===== src/rtl/i2c_slave_controller.sv =====
// I2C slave protocol controller: sequences address match, RX/TX byte phases and
// ACK/NACK handling from bit-timer status levels, driving shift-register and FIFO strobes.
module i2c_slave_controller #(
    parameter bit GENERAL_CALL_EN = 1'b0
) (
    input  logic       clk,
    input  logic       n_rst,
    input  logic       start_found,
    input  logic       stop_found,
    input  logic       byte_received,
    input  logic       ack_prep,
    input  logic       ack_check,
    input  logic       ack_done,
    input  logic [7:0] rx_data,
    input  logic [6:0] bus_address,
    input  logic       sda_in,
    input  logic       tx_empty,
    input  logic       rx_full,
    output logic       rx_enable,
    output logic       tx_enable,
    output logic       load_data,
    output logic [1:0] sda_mode,
    output logic       rw_mode,
    output logic       rx_w_enable,
    output logic       tx_r_enable,
    output logic       busy
);

    typedef enum logic [3:0] {
        IDLE,
        ADDR_RX,
        ADDR_CHECK,
        ADDR_ACK,
        RX_DATA,
        RX_STORE,
        RX_ACK,
        RX_NACK,
        TX_LOAD,
        TX_SEND,
        TX_ACKWAIT,
        TX_ACKED,
        IGNORE
    } state_t;

    localparam logic [1:0] SDA_RELEASE = 2'b00;
    localparam logic [1:0] SDA_LOW     = 2'b01;
    localparam logic [1:0] SDA_HIGH    = 2'b10;
    localparam logic [1:0] SDA_TX      = 2'b11;

    state_t r_state;
    state_t w_next_state;
    logic   r_rw_mode;
    logic   w_addr_match;
    logic   w_unused;

    // Byte completion is tracked through ack_prep; byte_received is not needed here.
    assign w_unused = byte_received;

    assign w_addr_match = (rx_data[7:1] == bus_address) ||
                          (GENERAL_CALL_EN && (rx_data == 8'h00));

    always_ff @(posedge clk or negedge n_rst) begin
        if (!n_rst) begin
            r_state   <= IDLE;
            r_rw_mode <= 1'b0;
        end else begin
            r_state <= w_next_state;
            if (r_state == ADDR_CHECK && w_addr_match) begin
                r_rw_mode <= rx_data[0];
            end
        end
    end

    assign rw_mode = r_rw_mode;

    always_comb begin
        w_next_state = r_state;
        rx_enable    = 1'b0;
        tx_enable    = 1'b0;
        load_data    = 1'b0;
        sda_mode     = SDA_RELEASE;
        rx_w_enable  = 1'b0;
        tx_r_enable  = 1'b0;
        busy         = (r_state != IDLE);

        case (r_state)
            IDLE: begin
                if (start_found) w_next_state = ADDR_RX;
            end
            ADDR_RX: begin
                rx_enable = 1'b1;
                if (ack_prep) w_next_state = ADDR_CHECK;
            end
            ADDR_CHECK: begin
                w_next_state = w_addr_match ? ADDR_ACK : IGNORE;
            end
            ADDR_ACK: begin
                sda_mode = SDA_LOW;
                if (ack_done) w_next_state = r_rw_mode ? TX_LOAD : RX_DATA;
            end
            RX_DATA: begin
                rx_enable = 1'b1;
                if (ack_prep) w_next_state = RX_STORE;
            end
            RX_STORE: begin
                // A full FIFO drops the byte and the master is told so with a NACK.
                rx_w_enable  = !rx_full;
                w_next_state = rx_full ? RX_NACK : RX_ACK;
            end
            RX_ACK: begin
                sda_mode = SDA_LOW;
                if (ack_done) w_next_state = RX_DATA;
            end
            RX_NACK: begin
                sda_mode = SDA_HIGH;
                if (ack_done) w_next_state = IGNORE;
            end
            TX_LOAD: begin
                load_data    = 1'b1;
                tx_r_enable  = !tx_empty;
                w_next_state = TX_SEND;
            end
            TX_SEND: begin
                tx_enable = 1'b1;
                sda_mode  = SDA_TX;
                if (ack_prep) w_next_state = TX_ACKWAIT;
            end
            TX_ACKWAIT: begin
                if (ack_check) w_next_state = sda_in ? IGNORE : TX_ACKED;
            end
            TX_ACKED: begin
                if (ack_done) w_next_state = TX_LOAD;
            end
            IGNORE: begin
                w_next_state = r_state;
            end
            default: begin
                w_next_state = IDLE;
            end
        endcase

        // Bus conditions pre-empt everything; STOP beats a coincident START.
        if (r_state != IDLE) begin
            if (start_found) w_next_state = ADDR_RX;
            if (stop_found)  w_next_state = IDLE;
        end
    end

endmodule

===== config.mk =====
export PLATFORM = sky130hd
export DESIGN_NAME = i2c_slave_controller
export DESIGN_NICKNAME = d
export VERILOG_FILES = /design/src/rtl/i2c_slave_controller.sv
export SDC_FILE = /design/constraint.sdc
export NUM_CORES = 1
export LEC_CHECK = 0
export CELL_PAD_IN_SITES_DETAIL_PLACEMENT = 1
export CELL_PAD_IN_SITES_GLOBAL_PLACEMENT = 2
export CORE_UTILIZATION = 30
export CTS_CLUSTER_SIZE = 16
export DETAILED_ROUTE_END_ITERATION = 6
export DONT_BUFFER_PORTS = 1
export PLACE_DENSITY = 0.73
export SLEW_MARGIN = 10
export SYNTH_ARGS = -nofsm -noshare
export SYNTH_HDL_FRONTEND = slang
export SYNTH_SLANG_ARGS = --single-unit

===== constraint.sdc =====
create_clock -name clk -period 2.1 [get_ports clk]
set_input_delay 0.42 -clock clk [delete_from_list [all_inputs] [get_ports clk]]
set_output_delay 0.42 -clock clk [all_outputs]
set_load 0.03 [all_outputs]

Word-level counts from Yosys, hierarchy flattened
Cells that the tools add are included.
{"block": "word_totals", "ff_bits": 5, "in_bits": 26, "out_inout_bits": 9, "wordCells": 45}
{"block": "op_classes", "n_eq_ne": 13, "n_mux": 23, "reduce_logical": 7}
{"operator": "$mux W4", "n": 14}
{"operator": "$pmux W4 S13", "n": 1}
{"operator": "$eq A4 B4 Y1 const B", "n": 5}
{"operator": "$eq A4 B3 Y1 const B", "n": 4}
{"operator": "$eq A4 B2 Y1 const B", "n": 2}
{"operator": "$eq A7 B7 Y1", "n": 1}
{"operator": "$mux W1", "n": 6}
{"operator": "$pmux W2 S3", "n": 1}
{"operator": "$eq A4 B1 Y1 const B", "n": 1}
{"operator": "$logic_not A4 Y1", "n": 1}
{"operator": "$reduce_bool A4 Y1", "n": 1}
{"operator": "$reduce_or A2 Y1", "n": 2}
{"operator": "$mux W3", "n": 1}
{"operator": "$logic_not A1 Y1", "n": 2}
{"operator": "$logic_and A1 B1 Y1", "n": 1}

Logic depth before layout (Yosys ltp)
{"block": "logic_depth", "depth_word": 6, "depth_mapped": 6, "depth_no_buf": 4}

Worst setup path after synthesis
No wires, ideal clock.
{"block": "synth_path", "path_kind": "register to output", "start": "reg r_state[1]", "end": "out tx_r_enable", "arrival_time_ps": 1729, "required_ps": 1680, "setup_slack_ps": -49, "path_stages_with_launch": 4, "n_path_buf": 2, "cell_sequence": "dfrtp_1 clkbuf_1 buf_2 nor4_1"}
{"block": "synth_between", "elab_chain_len": 2}
{"element": "start: declaration", "line_no": "50", "source": "state_t r_state;"}
{"element": "start signal: assignment", "line_no": "67", "source": "r_state <= w_next_state;"}
{"element": "$eq A4 B4 Y1", "line_no": "86", "source": "case (r_state)"}
{"element": "$mux W1", "line_no": "86"}
{"element": "end: declaration", "line_no": "25", "source": "output logic tx_r_enable,"}
No other way between the ends.

Final worst setup path
{"block": "layout_path", "start": "reg r_state[2]", "end": "out sda_mode[0]"}
{"block": "layout_between", "elab_chain_len": 3, "elab_cells_between_ends": 6, "cone_classes": "eq/ne: 4; mux: 1; reduce/logical: 1"}
{"element": "$eq A4 B3 Y1 / $eq A4 B2 Y1 (equally long branches)", "line_no": "86"}
{"element": "$reduce_or A2 Y1 (no line)"}
{"element": "$pmux W2 S3 *", "line_no": "86"}
{"element": "end: declaration", "line_no": "22", "source": "output logic [1:0] sda_mode,"}
Mark *: on every way between the ends. The rest lies on a longest branch, timed or not.

==> out/metrics.csv <==
metric,value,unit
cp.arrival,1540,ps
fmax,511,MHz
die-area,2100,µm²
worstHoldStart,stop_found,
period_needed,1960,ps
hp-class,input port to flip-flop,
start_util,32.7,%
fin_crit_sh,93.2,%
insertion_delay,250,ps
dp_hpwl,1130,µm
max_slew.worst_pin.slew,484,ps
combPwrFrac,62.2,%
cp_slowest_cell,dfrtp_1,
status,completed,
leakage,0.258,nW
cap_violations,0,
htreeDepth,1,
via_per_inst,5.28,
wl_per_cell,14.0,µm
p_int,394,µW
hold_violations,0,
rows,15,
fp.dieW,45.9,µm
core,1760,µm²
rrSetupSlack,280,ps
rr_endpoint,rw_mode,
ys_ff_latch,5,
clk_pin_slew,50,ps
slew_violations,0,
numCtsBuffers,3,
first_pass_iters,4,
hold_end,r_state[0],
cpPeakStageDelay,510,ps
drt_iter0_drc,10,
antenna_found_initial,0,
syn-num-nets,100,
grt_usage,15.7,%
syn_area,577,µm²
overflow,0,
diodes,0,
whs_path_depth,1,
cts_root_buffer,clkbuf_4,
die_h,45.9,µm
setup.worst_path.class,flip-flop to primary output,
rr_startpoint,r_state[2],
power_density,1220,nW/µm²
clk_path_buf_depth,2,
grt_pass1_wl,2370,µm
ant_nets,0,
area_delta_synth_final,16.5,%
grt_start_max_net_pins,17,
setup_violations,0,
p_total,819,µW
fin_tns_setup,0,ps
clkPwrFrac,14.1,%
syn-mean-instance-area,7.79,µm²
wirelength,1470,µm
crit_chain,"nand2b_1, nor2_1, a21o_1",
port_buffers,0,
ys_warn_count,0,
grt_pass1_vias,543,
vias,554,
required,1680,ps
ios,35,
reg2reg_depth,4,
power.switching,424,µW
postSynthCellCount,74,
synth.distinct_cells,33,
cp-end-kind,primary output,
place_congestion,0.715,
drive_above_1_share,18.8,%
clock-sinks,5,
yosysSeqAreaShare,21.7,%
fin_skew,4.10,ps
p_seq_share,23.8,%
swShare,51.8,%
nets,107,
ir_worst_vdd,0.384,mV
rsz0062_at_grt,no,
max-slew-margin-rel,67.3,%
startpoint_type,flip-flop,
critPathMaxFanout,13,
drcViolationCount,0,
nFillCells,235,
cts_tree,done,
cell families after synthesis:
family,synth area share [%]
simple gates,31.5
compound gates,22.3
xor+xnor,12.1
buf+inv,6.29
flops,21.7
mux,6.07
synthesized netlist by cell type:
library cell	count	area (µm²)
o21bai_1	1	7.51
a211oi_1	2	15.0
or2b_1	1	7.51
mux2i_1	2	20.0
dfrtp_1	5	125
nor4b_1	1	8.76
a31oi_1	2	12.5
nor2_2	1	6.26
nor4_1	1	6.26
nor2_1	6	22.5
inv_1	1	3.75
nand3b_1	2	15.0
a32oi_1	1	8.76
o41ai_1	1	8.76
o22ai_1	2	12.5
buf_2	2	10.0
a21o_1	2	15.0
xor2_1	3	26.3
buf_6	1	11.3
nor3_1	6	30.0
o21ai_0	1	5.00
mux2_4	1	15.0
and2_1	1	6.26
nand4_1	1	6.26
nand2_1	3	11.3
or4b_4	1	13.8
nand3_1	2	10.0
a311o_1	1	10.0
a21oi_1	5	25.0
xnor2_1	5	43.8
clkbuf_1	3	11.3
a211o_1	1	8.76
nand2b_1	6	37.5
worst max-delay path, delay by kind of cell (launching register included):
kind	cells	cell delay (ps)
AND/OR/NAND/NOR	2	510
flip-flops	1	510
AO/OA/AOI/OAI	1	270
per-stage QoR:
step / setup WS (ps) / utilization [%] / area (µm²) / hold WS [ps] / instances
detailed placement: 289 / 36.0 / 634 / 124 / 100
finish: 143 / 38.1 / 672 / 249 / 105
global route: 35.2 / 38.1 / 672 / 250 / 105
floorplan: 179 / - / 583 / 124 / 74
global placement: 295 / 36.0 / 634 / 124 / 100
CTS: 85.8 / 38.0 / 671 / 240 / 105
cell type report:
| type | count | area, µm² | area share [%] |
|---|---|---|---|
| inverter | 1 | 3.75 | 0.559 |
| sequential | 5 | 125 | 18.6 |
| clock buffer | 4 | 26.3 | 3.91 |
| tap | 25 | 31.3 | 4.66 |
| multi-input combinational | 62 | 423 | 62.9 |
| timing repair buffer | 8 | 62.6 | 9.31 |
per-layer routing:
metal,up-vias,track usage (%),wire [µm]
met5,-,0,0
met4,0,1.76,0
met3,0,6.75,105
met2,22,26.5,730
met1,249,18.9,630
li1,283,-,-
worst max path at each step:
stage / endpoint / slack [ps] / cells past startpoint / startpoint
after detailed placement: rw_mode / 290 / 4 / r_state[2]
after global placement: rw_mode / 290 / 4 / r_state[2]
final: sda_mode[0] / 140 / 3 / r_state[2]
after global routing: sda_mode[0] / 40 / 3 / r_state[2]
after floorplan: rx_enable / 180 / 4 / r_state[0]
after CTS: sda_mode[1] / 90 / 3 / r_state[2]
sequential cells by signal (all words and copies together) (netlist names):
signal,count
rw_mode,1
r_state,4
timing repair:
action | CTS | global route
endpoints found under the setup margin | 0 | 1
buffers inserted | 0 | 0
resized for setup | 0 | 1
hold buffers | 1 | 0
hold endpoints to repair | 5 | 0
power by group through the flow:
| stage | clock (mW) | sequential, mW | combinational (mW) |
|---|---|---|---|
| 2_1_floorplan | 0 | 0.144 | 0.462 |
| 3_3_place_gp | 0 | 0.198 | 0.504 |
| 3_5_place_dp | 0 | 0.196 | 0.506 |
| 4_1_cts | 0.121 | 0.194 | 0.511 |
| 5_1_grt | 0.126 | 0.204 | 0.564 |
| 6_report | 0.115 | 0.194 | 0.509 |
cell usage in the layout (no fill, tap or decap), types with 3 or more instances in the layout:
master,count
clkbuf_4,3
a21oi_1,5
xor2_1,3
nand2b_1,6
nor2_1,6
dfrtp_1,5
nand2_1,3
nor3_1,6
xnor2_1,5
buf_4,7
Note: power is estimated with default switching activity, not from simulation.
